==> src/rtl/gl_pkg.sv <==
// gl_pkg: shared constants and state type for the matrix stack controller
package gl_pkg;
  localparam logic MODE_MODELVIEW = 1'b0;
  localparam logic MODE_PROJECTION = 1'b1;
  localparam int ROWS_PER_MATRIX = 4;
  localparam int ROW_W = 128;
  typedef enum logic [1:0] {IDLE, PUSH, POP} state_t;
endpackage

==> src/rtl/gl_matrix_stack_ctrl.sv <==
// gl_matrix_stack_ctrl: sequences push/pop of the 4x4 current matrix to/from the stack BRAM
module gl_matrix_stack_ctrl
  import gl_pkg::*;
#(
  parameter int DEPTH = 8,
  parameter int SP_W = $clog2(DEPTH)
) (
  input  logic             clk,
  input  logic             reset,
  input  logic             push_en,
  input  logic             pop_en,
  input  logic             matrix_mode_in,
  output logic             stall,
  output logic             overflow,
  output logic             underflow,
  output logic [SP_W:0]    sp_mv,
  output logic [SP_W:0]    sp_proj,
  output logic [SP_W+2:0]  mem_addr,
  output logic             mem_we,
  output logic [ROW_W-1:0] mem_wdata,
  input  logic [ROW_W-1:0] mem_rdata,
  output logic [1:0]       cur_row_sel,
  input  logic [ROW_W-1:0] cur_row_in,
  output logic             cur_we,
  output logic [ROW_W-1:0] cur_row_out
);
  localparam logic [SP_W:0] FULL = (SP_W+1)'(DEPTH);
  localparam logic [2:0] PUSH_LAST = 3'(ROWS_PER_MATRIX - 1);
  localparam logic [2:0] POP_LAST = 3'(ROWS_PER_MATRIX);
  state_t state, state_n;
  logic [2:0] bcnt;
  logic [SP_W:0] base;
  logic [SP_W:0] sp_sel, sp_dec, sp_nxt;
  logic push_ok, pop_ok, idle;
  logic [1:0] row, row_m1;
  assign idle = state == IDLE;
  assign sp_sel = (matrix_mode_in == MODE_PROJECTION) ? sp_proj : sp_mv;
  assign sp_dec = sp_sel - 1'b1;
  assign push_ok = idle && push_en && sp_sel != FULL;
  assign pop_ok = idle && !push_en && pop_en && sp_sel != '0;
  assign sp_nxt = push_ok ? sp_sel + 1'b1 : sp_dec;
  assign row = bcnt[1:0];
  // pop writes lag reads by one beat to cover the BRAM read latency
  assign row_m1 = row - 2'd1;
  always_ff @(posedge clk or posedge reset) begin
    if (reset) state <= IDLE;
    else state <= state_n;
  end
  always_comb begin
    state_n = state;
    if (idle) state_n = push_ok ? PUSH : pop_ok ? POP : IDLE;
    else if ((state == PUSH && bcnt == PUSH_LAST) || (state == POP && bcnt == POP_LAST)) state_n = IDLE;
    stall = !idle || push_ok || pop_ok;
    mem_we = state == PUSH;
    mem_addr = (mem_we || (state == POP && bcnt != POP_LAST)) ? {base, row} : '0;
    mem_wdata = mem_we ? cur_row_in : '0;
    cur_we = state == POP && bcnt != 3'd0;
    cur_row_sel = mem_we ? row : cur_we ? row_m1 : 2'd0;
    cur_row_out = cur_we ? mem_rdata : '0;
  end
  always_ff @(posedge clk or posedge reset) begin
    if (reset) begin
      bcnt <= '0;
      base <= '0;
      sp_mv <= '0;
      sp_proj <= '0;
      overflow <= 1'b0;
      underflow <= 1'b0;
    end else begin
      overflow <= idle && push_en && sp_sel == FULL;
      underflow <= idle && !push_en && pop_en && sp_sel == '0;
      bcnt <= idle ? 3'd0 : bcnt + 3'd1;
      if (push_ok) base <= {matrix_mode_in, sp_sel[SP_W-1:0]};
      if (pop_ok) base <= {matrix_mode_in, sp_dec[SP_W-1:0]};
      if ((push_ok || pop_ok) && matrix_mode_in == MODE_PROJECTION) sp_proj <= sp_nxt;
      if ((push_ok || pop_ok) && matrix_mode_in == MODE_MODELVIEW) sp_mv <= sp_nxt;
    end
  end
endmodule

==> config.mk <==
export PLATFORM = sky130hd
export DESIGN_NAME = gl_matrix_stack_ctrl
export DESIGN_NICKNAME = d
export VERILOG_FILES = /design/src/rtl/gl_pkg.sv /design/src/rtl/gl_matrix_stack_ctrl.sv
export SDC_FILE = /design/constraint.sdc
export NUM_CORES = 1
export LEC_CHECK = 0
export BUFFER_PORTS_ARGS = -buffer_cell sky130_fd_sc_hd__buf_4
export CORE_AREA = 2 2 207 209
export DETAILED_ROUTE_END_ITERATION = 7
export DIE_AREA = 0 0 209 211
export SETUP_SLACK_MARGIN = 0.05
export SLEW_MARGIN = 25
export SYNTH_ARGS = -nofsm -noshare
export SYNTH_HDL_FRONTEND = slang
export SYNTH_SLANG_ARGS = --single-unit
==> constraint.sdc <==
create_clock -name clk -period 2.7 [get_ports clk]
set_input_delay 0.54 -clock clk [delete_from_list [all_inputs] [get_ports clk]]
set_output_delay 0.54 -clock clk [all_outputs]
set_load 0.02 [all_outputs]
* After elaboration in Yosys (flattened, before gate mapping)
Cells that the tools add are included.
W data, S select, Z words.
** Word-level totals
- Output and inout port bits :: 277
- Register bits :: 19
- Bits of input ports :: 261
- Word-level logic and storage cells :: 59
** Cells by class
- Reduce and logical (&&, ||, !) cells :: 26
- Mux-type cells :: 14
- Add/sub/neg operators :: 4
- Eq/ne operators :: 7
- Bitwise gates (word level) :: 1
** Operator list (number)
- $mux W128 :: 2
- $mux W4 :: 4
- $logic_and A1 B1 Y1 :: 13
- $mux W2 :: 6
- $mux W6 :: 1
- $logic_or A1 B1 Y1 :: 5
- $add A4 B1 Y4 const B :: 1
- $eq A4 B4 Y1 const B :: 1
- $logic_not A4 Y1 :: 1
- $ne A4 B4 Y1 const B :: 1
- $reduce_bool A2 Y1 :: 2
- $reduce_bool A4 Y1 :: 1
- $sub A4 B1 Y4 const B :: 1
- $add A3 B1 Y3 const B :: 1
- $eq A3 B2 Y1 const B :: 1
- $eq A3 B3 Y1 const B :: 1
- $mux W3 :: 1
- $ne A3 B3 Y1 const B :: 1
- $reduce_bool A3 Y1 :: 1
- $eq A2 B1 Y1 const B :: 1
- $eq A2 B2 Y1 const B :: 1
- $logic_not A1 Y1 :: 2
- $logic_not A2 Y1 :: 1
- $sub A2 B1 Y2 const B :: 1
- $not A1 Y1 :: 1

* Depth between registers and ports, before layout
Gate-level depths: netlist of the first run.
- Word-level depth :: 7
- Mapped depth :: 8

* Worst setup path before layout of the first run
OpenSTA, ideal clock, no wires.
- Path type :: in2out
- Start point :: input matrix_mode_in
- End point :: output stall
- Stages on the path :: 7
- Arrival :: 2.392 ns
- Slack :: -0.232 ns
- Cell sequence :: buf_6 > mux2i_1 > ha_1 > clkbuf_1 > a311oi_2 > nor2_1 > nand2_1
** On the way
- Longest elaborated chain between the ends :: 5
- Elaborated cells between the ends (all ways) :: 7
- Classes of those cells :: eq/ne (1); mux (1); reduce/logical (5)
** RTL lines
- from (decl) :: RTL line gl_matrix_stack_ctrl.sv:12 : input logic matrix_mode_in,
- $mux W4 (*) :: RTL line gl_matrix_stack_ctrl.sv:37 : assign sp_sel = (matrix_mode_in == MODE_PROJECTION) ? sp_proj : sp_mv;
- $ne A4 B4 Y1 :: RTL line gl_matrix_stack_ctrl.sv:39 : assign push_ok = idle && push_en && sp_sel != FULL;
- $logic_and A1 B1 Y1 :: RTL line gl_matrix_stack_ctrl.sv:39
- $logic_or A1 B1 Y1 :: RTL line gl_matrix_stack_ctrl.sv:53 : stall = !idle || push_ok || pop_ok;
- $logic_or A1 B1 Y1 (*) :: RTL line gl_matrix_stack_ctrl.sv:53
- to (decl) :: RTL line gl_matrix_stack_ctrl.sv:13 : output logic stall,
Mark *: on every way between the ends. The rest lies on a longest branch, timed or not.

* Worst setup path in the final report of the first run
Ends and elaborated chain as after synthesis.

==> flow_metrics.py, run 1 <==
metrics = {
    "logic_synthesis": {
        "synth_edf_count": 0,
        "netlist_instances": 400,
        "syn_area_mm2": 0.00288,
        "async_flop_share_pct": 100,
        "syn-num-nets": 666,
        "ys_ff_latch": 19,
        "synth_top_area_share_pct": 55.6,
        "synth_cell_type_count": 41,
        "synth_ff_type": "dfrtp_1",
        "synth_area_leader_cell": "and2_1",
        "synth-seq-area-share_pct": 16.5,
        "ys_warn_count": 0,
        "post_synth_main_area_contributors": "and2_1 (56%), dfrtp_1 (17%), clkbuf_1 (3.8%), ha_1 (2.2%), nor2_1 (2.0%)",
        "synth_area_per_cell_um2": 7.20,
    },
    "worst_setup_path": {
        "cp_num_buf_inv": 2,
        "path_cells": "buf_4, mux2i_2, ha_1, and4bb_1, a311oi_4, nor2_2, nand2_1, buf_4",
        "crit_type": "input pin to output port",
        "cp.required_ps": 2160,
        "crit_path_start_kind": "input pin",
        "crit_family": "simple AND/OR/NAND/NOR gates",
        "critPathCaptureType": "output port",
        "slowest_stage": "and4bb_1",
        "crit_path_max_incr_delay_ps": 320,
        "crit_top_cell": "buf_4",
        "arrival_ps": 1970,
        "crit_fanout": 4,
    },
    "sta": {
        "fin_skew_ps": 2.36,
        "hold_viol": 0,
        "fmax_mhz": 398,
        "rsz0062_at_grt": "no",
        "slew_viol_final": 0,
        "maxSlewHeadroom_pct": 51.4,
        "timing.final.crit_share_pct": 93.0,
        "period_needed_ps": 2510,
        "worst_pin_slew_ps": 728,
        "setup_tns_ps": 0,
        "setup_viol": 0,
    },
    "detailed_routing": {
        "routed_via_density": 3.27,
        "wl_per_cell_um": 15.3,
        "wirelength_um": 22400,
        "via_count": 4787,
        "first_iter_violations": 214,
        "route.detailed.drc": 0,
        "first_pass_iters": 4,
        "ant_nets": 0,
    },
    "clock_network": {
        "cts_tree": "built",
        "cts_buffer_depth": 2,
        "cts_made_buffers": 3,
        "path_clk_slew_ps": 50,
        "htreeDepth": 1,
        "clk_latency_ps": 250,
        "clock-sinks": 19,
        "ctsRootBufferMaster": "clkbuf_16",
    },
    "layout": {
        "drive_gt1_share_pct": 61.9,
        "final_design_area_no_fill_mm2": 0.00775,
        "nNetsFinal": 1193,
        "synthToLayoutAreaGrowth_pct": 169,
        "final_common_cell": "buf_4",
        "finalNonFillerCells": 1466,
        "layout_common_cells": "buf_4 (550), and2_1 (256), dfrtp_1 (19), nor2_1 (14), nand2_1 (10)",
    },
    "grt": {
        "grt_start_max_net_pins": 86,
        "grt_use_total_pct": 8.99,
        "grt_pass1_wl_um": 29600,
        "antenna_found_initial": 6,
        "first_global_vias": 4648,
        "globalRoute.totalOverflow": 0,
    },
    "placed_design": {
        "dpl.cell_count": 1460,
        "placed_area_mm2": 0.00766,
        "io_buffers": 537,
        "gp_congestion": 0.839,
        "dp_hpwl_um": 20200,
    },
    "die": {
        "ioPinCount": 538,
        "fp.coreArea_mm2": 0.0418,
        "dieArea_mm2": 0.0441,
        "fp.dieH_um": 211,
        "dieWidth_um": 209,
        "rows": 75,
        "start_util_pct": 6.90,
    },
    "pwr": {
        "p_leak_nw": 4.19,
        "p_per_area_mw_per_mm2": 156,
        "peakVddDrop_mv": 0.197,
        "power_w": 0.00121,
    },
    "flow_run": {
        "cap_violations": 0,
    },
    "worst_hold_path": {
        "hold_class": "input pin to async pin",
    },
    "outcome": {
        "status": "completed",
    },
}
## per-stage QoR
| step | hold slack (ps) | setup slack, ps | util (%) |
|---|---|---|---|
| global route | 503 | 73.1 | 18.5 |
| finish | 429 | 188 | 18.6 |
| detailed placement | 482 | 102 | 18.3 |
| floorplan | 439 | 62.0 | - |
| global placement | 485 | 190 | 18.3 |
| CTS | 472 | 105 | 18.5 |
## synthesized netlist by cell type, types with 3 or more instances
cell type,instances
nand2_1,10
clkbuf_1,29
a21oi_1,3
inv_1,9
dfrtp_1,19
and2_1,256
mux2i_1,3
nor2b_1,6
o21ai_0,4
a31oi_1,4
ha_1,5
nor2_1,15
## logic make-up (layout without fill, tap and decap cells)
group | after synthesis | in the layout | synth area share [%]
flip-flops | 19 | 19 | 16.5
buffers and inverters | 40 | 566 | 5.52
AND/OR/NAND/NOR | 297 | 297 | 63.9
XOR/XNOR | 4 | 4 | 1.22
other | 0 | 1 | 0
adder cells (fa/ha/maj) | 5 | 5 | 2.17
AO/OA/AOI/OAI | 31 | 31 | 9.30
multiplexers | 4 | 4 | 1.43
## report_power, final
| group | internal (W) | leakage, nW | switching [W] |
|---|---|---|---|
| clock | 0.000201 | 0.0382 | 0.000106 |
| sequential | 0.000307 | 0.240 | 0.0000298 |
| combinational | 0.000347 | 3.91 | 0.000216 |
| total | 0.000855 | 4.19 | 0.000352 |
## repair_timing
action / 4_1_cts / 5_1_grt
gates resized for setup: 0 / 1
buffers inserted: 0 / 1
setup endpoints to repair: 0 / 1
hold buffers: 0 / 0
## flip-flops by register name (all words and copies together), names as in the netlist
| register | flops |
|---|---|
| state | 2 |
| sp_mv | 4 |
| base | 4 |
| underflow | 1 |
| bcnt | 3 |
| overflow | 1 |
| sp_proj | 4 |
## final timing paths
check                                     from  endpoint  slack [ps]  cells past startpoint
worst max-delay path            matrix_mode_in     stall         190                      8
worst min-delay path                     reset  sp_mv[2]         430                      2
worst max register to register      sp_proj[1]  sp_mv[3]         510                      7
worst min register to register         base[2]   base[2]         490                      2
max in group asynchronous                reset   bcnt[1]        1810                      2
min in group clk                       base[2]   base[2]         490                      2
## final cells by class
| class | instances | area, µm² |
|---|---|---|
| Clock buffer | 4 | 78.8 |
| Antenna cell | 1 | 2.50 |
| Multi-Input combinational cell | 341 | 2290 |
| Fill cell | 4666 | 34000 |
| Tap cell | 539 | 674 |
| Inverter | 9 | 33.8 |
| Sequential cell | 19 | 475 |
| Timing Repair Buffer | 553 | 4190 |
## per-layer routing
layer | up-vias | track usage [%] | routed length [µm]
met5 | - | 0 | 0
met4 | 0 | 3.13 | 801
met3 | 32 | 2.69 | 2400
met2 | 365 | 16.9 | 11600
met1 | 2096 | 9.46 | 7620
li1 | 2294 | - | -
Power figures use the tool's default switching activity.
==> run 2, diff against run 1 <==
--- a/config.mk
+++ b/config.mk
@@ -5,7 +5,7 @@
 export SDC_FILE = /design/constraint.sdc
 export NUM_CORES = 1
 export LEC_CHECK = 0
-export BUFFER_PORTS_ARGS = -buffer_cell sky130_fd_sc_hd__buf_4
+export BUFFER_PORTS_ARGS = -buffer_cell sky130_fd_sc_hd__buf_2
 export CORE_AREA = 2 2 207 209
 export DETAILED_ROUTE_END_ITERATION = 7
 export DIE_AREA = 0 0 209 211
==> constraint.sdc (replaced) <==
create_clock -name clk -period 2.7 [get_ports clk]
set_input_delay 0.54 -clock clk [delete_from_list [all_inputs] [get_ports clk]]
set_output_delay 0.54 -clock clk [all_outputs]
set_load 0.05 [all_outputs]
==> run 2 against run 1 <==
Against the previous run: via count rose by 2.4%; sequential share of layout area up 1.0 points; sequential power increased by 1%; count of clock-buffer cells in the layout is the same; global-route usage up 1.7 points; first-iteration DRC count fell by 15%; highest routed layer is now met5.
==> flow_metrics.py, run 2 (synthesis gave the netlist of run 1 again) <==
metrics = {
    "die": {
        "rows": 75,
        "start_util_pct": 6.90,
        "fp.coreArea_mm2": 0.0418,
        "ioPinCount": 538,
        "fp.dieH_um": 211,
        "dieWidth_um": 209,
        "dieArea_mm2": 0.0441,
    },
    "sta": {
        "period_needed_ps": 2570,
        "fin_skew_ps": 5.26,
        "worst_pin_slew_ps": 737,
        "hold_ws_ps": 397,
        "timing.final.crit_share_pct": 95.2,
        "hold_viol": 0,
        "fin_ws_ps": 130,
        "setup_tns_ps": 0,
        "slew_viol_final": 0,
        "fmax_mhz": 389,
        "maxSlewHeadroom_pct": 50.8,
        "setup_viol": 0,
        "rsz0062_at_grt": "yes",
    },
    "worst_setup_path": {
        "r2r-end": "sp_proj[3]",
        "r2r-start": "sp_proj[0]",
        "cp.required_ps": 2160,
        "crit_path_start_kind": "input pin",
        "crit_type": "input pin to output port",
        "r2r_slack_ps": 520,
        "r2r_cells": 7,
        "critPathCaptureType": "output port",
        "cp_num_buf_inv": 2,
        "crit_path_max_incr_delay_ps": 320,
        "crit_fanout": 4,
        "path_cells": "buf_2, mux2i_4, ha_2, and4bb_1, a311oi_4, nor2_1, nand2_2, buf_2",
        "crit_family": "simple AND/OR/NAND/NOR gates",
        "slowest_stage": "and4bb_1",
        "crit_top_cell": "buf_2",
        "arrival_ps": 2030,
    },
    "pwr": {
        "switching_share_pct": 35.0,
        "p_sw_w": 0.000406,
        "peakVddDrop_mv": 0.183,
        "seq_power_share_pct": 29.3,
        "p_per_area_mw_per_mm2": 175,
        "p_leak_nw": 4.02,
        "clkPwrFrac_pct": 27.0,
        "internal-power_w": 0.000756,
        "comb_power_share_pct": 43.7,
    },
    "grt": {
        "grt_pass1_wl_um": 33300,
        "grt_start_max_net_pins": 91,
        "globalRoute.totalOverflow": 0,
        "grt_use_total_pct": 10.7,
        "first_global_vias": 4537,
        "antenna_found_initial": 37,
    },
    "detailed_routing": {
        "first_iter_violations": 182,
        "ant_nets": 0,
        "wl_per_cell_um": 17.7,
        "first_pass_iters": 4,
        "via_count": 4901,
        "routed_via_density": 3.32,
        "route.detailed.drc": 0,
        "wirelength_um": 26100,
    },
    "layout": {
        "synthToLayoutAreaGrowth_pct": 131,
        "nNetsFinal": 1193,
        "fill_cells": 4808,
        "drive_gt1_share_pct": 62.2,
        "top_regs": "base: 4 flops, sp_mv: 4 flops, sp_proj: 4 flops",
        "final_common_cell": "buf_2",
        "utilization_pct": 15.9,
        "layout_common_cells": "buf_2 (520), and2_1 (256), dfrtp_1 (18), nor2_1 (15), buf_12 (14)",
    },
    "clock_network": {
        "cts_tree": "built",
        "htreeDepth": 1,
        "cts_made_buffers": 3,
        "cts_buffer_depth": 2,
        "ctsRootBufferMaster": "clkbuf_16",
        "path_clk_slew_ps": 60,
        "hold_buffers": 0,
        "clock-sinks": 19,
        "clk_latency_ps": 260,
    },
    "flow_run": {
        "cap_violations": 0,
    },
    "placed_design": {
        "gp_congestion": 0.838,
        "io_buffers": 537,
        "post-place-ws_ps": 71.7,
        "dp_hpwl_um": 24100,
    },
    "worst_hold_path": {
        "hold_class": "input pin to async pin",
    },
    "outcome": {
        "status": "completed",
    },
}
-- run 2: changes by cell type in the layout (fill, tap and decap cells not counted), moves of 2 or more --
cell and delta:
buf_4 -538, buf_2 +520, buf_12 +11, diode_2 +11, clkbuf_4 +6, mux2i_2 -2
mux2i_4 +2
-- run 2: area by class of cell --
type / instances / area, µm² / area share (%)
clock buffer: 4 / 78.8 / 1.19
antenna: 12 / 30.0 / 0.452
multi-input combinational: 341 / 2320 / 34.9
inverter: 9 / 33.8 / 0.509
tap: 539 / 674 / 10.2
sequential: 19 / 477 / 7.18
timing repair buffer: 553 / 3030 / 45.6
-- run 2: per-stage QoR --
stage | cells | cell area [µm²] | total power, W
final | 1477 | 6640 | 0.00116
after global routing | 1468 | 6620 | 0.00122
after CTS | 1464 | 6580 | 0.00116
after detailed placement | 1459 | 6480 | 0.000844
after global placement | 1459 | 6480 | 0.000832
after floorplan | 400 | 2930 | 0.000574
-- run 2: layer usage --
layer	track usage [%]	vias to the layer above	wire length (µm)
li1	-	2313	-
met1	11.0	2192	9140
met2	19.5	294	12800
met3	5.62	64	3290
met4	1.65	38	590
met5	0	-	240
-- run 2: worst max path at each step --
stage / depth (start not counted) / to / startpoint
finish: 8 / stall / matrix_mode_in
global placement: 8 / stall / matrix_mode_in
detailed placement: 8 / stall / matrix_mode_in
global route: 8 / stall / matrix_mode_in
CTS: 8 / stall / matrix_mode_in
floorplan: 7 / stall / matrix_mode_in
-- run 2: worst reg2reg max path: cells and delay by family (launching register included) --
family,cells,cell delay (ps)
DFF,1,450
and+or+nand+nor,2,550
AOI/OAI and AO/OA,2,620
adders and majority gates,1,220
muxes,1,110
xor gates and xnor gates,1,140
-- run 2: repair_timing --
action	in CTS	in global routing
resized for setup	1	8
setup buffers	1	1
pin swaps	1	0
endpoints found under the setup margin	57	10
-- run 2: power groups by stage --
stage	sequential, W	combinational [W]	clock, W
floorplan	0.000404	0.000170	0
global placement	0.000345	0.000487	0
detailed placement	0.000346	0.000499	0
CTS	0.000341	0.000501	0.000319
global route	0.000343	0.000546	0.000330
finish	0.000341	0.000508	0.000314
==> run 3, diff against run 2 <==
--- a/config.mk
+++ b/config.mk
@@ -7,6 +7,7 @@
 export LEC_CHECK = 0
 export BUFFER_PORTS_ARGS = -buffer_cell sky130_fd_sc_hd__buf_2
 export CORE_AREA = 2 2 207 209
+export CTS_BUF_LIST = sky130_fd_sc_hd__clkbuf_8
 export DETAILED_ROUTE_END_ITERATION = 7
 export DIE_AREA = 0 0 209 211
 export SETUP_SLACK_MARGIN = 0.05
==> run 3 against run 2 <==
Against the previous run: hold slack about the same; sequential power barely moved; register-to-register slack about the same; clock power shrank 36%; cell area hardly changed; critical path type unchanged; largest power group unchanged.
==> flow_metrics.py, run 3 (synthesis gave the netlist of run 1 again) <==
metrics = {
    "outcome": {
        "status": "completed",
    },
    "die": {
        "fp.coreArea_mm2": 0.0418,
        "start_util_pct": 6.90,
        "rows": 75,
        "fp.dieH_um": 211,
        "dieArea_mm2": 0.0441,
        "dieWidth_um": 209,
        "ioPinCount": 538,
    },
    "placed_design": {
        "gp_congestion": 0.838,
        "io_buffers": 537,
        "post-place-ws_ps": 71.7,
        "dp_hpwl_um": 24100,
        "placed_area_mm2": 0.00648,
    },
    "worst_setup_path": {
        "r2r_slack_ps": 510,
        "crit_type": "input pin to output port",
        "cp.required_ps": 2160,
        "arrival_ps": 2030,
        "critPathCaptureType": "output port",
        "crit_path_start_kind": "input pin",
        "crit_fanout": 4,
        "r2r_cells": 7,
    },
    "sta": {
        "rsz0062_at_grt": "yes",
        "setup_tns_ps": 0,
        "worst_pin_slew_ps": 756,
        "hold_ws_ps": 397,
        "maxSlewHeadroom_pct": 49.6,
        "slew_viol_final": 0,
        "setup_viol": 0,
        "fmax_mhz": 390,
        "fin_skew_ps": 6.33,
        "timing.final.crit_share_pct": 95.1,
        "fin_ws_ps": 133,
        "period_needed_ps": 2570,
        "hold_viol": 0,
    },
    "clock_network": {
        "clk_latency_ps": 260,
        "clock-sinks": 19,
        "htreeDepth": 1,
        "cts_made_buffers": 3,
        "ctsRootBufferMaster": "clkbuf_8",
        "path_clk_slew_ps": 80,
        "cts_tree": "built",
        "cts_buffer_depth": 2,
    },
    "grt": {
        "grt_start_max_net_pins": 91,
        "antenna_found_initial": 37,
        "busiest_layer": "met2",
        "grt_use_total_pct": 10.6,
        "globalRoute.totalOverflow": 0,
        "met1_usage_pct": 11.1,
        "grt_pass1_wl_um": 33500,
        "first_global_vias": 4545,
        "grt_use_met3_pct": 5.44,
        "gr-usage-met2_pct": 19.6,
    },
    "detailed_routing": {
        "routed_via_density": 3.34,
        "wl_per_cell_um": 17.6,
        "ant_nets": 0,
        "route.detailed.drc": 0,
        "wirelength_um": 26100,
        "first_iter_violations": 186,
        "first_pass_iters": 4,
        "via_count": 4941,
    },
    "layout": {
        "layout_common_cells": "buf_2 (510), and2_1 (256), dfrtp_1 (18), nor2_1 (15), clkbuf_4 (15)",
        "top_regs": "base: 4 flops, sp_mv: 4 flops, sp_proj: 4 flops",
        "final_common_cell": "buf_2",
        "nNetsFinal": 1193,
        "final_design_area_no_fill_mm2": 0.00664,
        "utilization_pct": 15.9,
        "drive_gt1_share_pct": 62.2,
        "synthToLayoutAreaGrowth_pct": 130,
    },
    "worst_hold_path": {
        "hold_class": "input pin to async pin",
    },
    "pwr": {
        "peakVddDrop_mv": 0.176,
        "p_leak_nw": 4.00,
        "p_per_area_mw_per_mm2": 158,
    },
    "flow_run": {
        "cap_violations": 0,
    },
}
## run 3: cell types whose count changed in the layout (fill, tap and decap cells not counted)
cell	delta
clkbuf_4	+9
clkbuf_1	-1
diode_2	+1
inv_1	+1
buf_4	+1
buf_2	-10
clkbuf_8	+3
clkbuf_16	-3
## run 3: final cells by class
type	instances	area [µm²]
diodes	13	32.5
clock buffers	3	41.3
clock inverters	1	3.75
fillers	4815	35100
inverters	9	33.8
multi-input cells	341	2320
flip-flops and latches	19	477
well taps	539	674
repair buffers	553	3050
## run 3: path summary, 6_finish.rpt
path,start,endpoint
max in group asynchronous,reset,sp_mv[0]
min,reset,base[3]
max,matrix_mode_in,stall
min reg2reg,base[1],base[1]
min in group clk,base[1],base[1]
max reg2reg,sp_proj[0],sp_proj[3]
## run 3: power breakdown
part,switching [W],internal [W]
registers,0.0000342,0.000306
logic,0.000260,0.000248
clock network,0.0000991,0.000101
total,0.000393,0.000656
## run 3: layer usage
metal / vias to the layer above / share of wire [%] / wire, µm
met2: 308 / 50 / 12900
met5: - / 0.98 / 255
met1: 2218 / 35 / 9050
met3: 62 / 13 / 3280
li1: 2313 / - / -
met4: 40 / 2.1 / 552
## run 3: per-stage QoR
stage	std cells	total power, W
after floorplan	400	0.000574
after detailed placement	1459	0.000844
final	1478	0.00105
after CTS	1464	0.00105
after global routing	1466	0.00111
after global placement	1459	0.000832
## run 3: worst max-delay path, cell delays in order
cell and delay (ps):
buf_2 160, mux2i_4 260, ha_2 240, and4bb_1 320, a311oi_4 60, nor2_1 190, nand2_2 50, buf_2 220
## run 3: what timing repair did
action / CTS / global route
gates cloned: 0 / 0
endpoints found under the hold margin: 0 / 0
setup buffers: 1 / 1
setup endpoints to repair: 60 / 20
hold buffers: 0 / 0
gates resized for setup: 1 / 19
pin swaps: 1 / 0
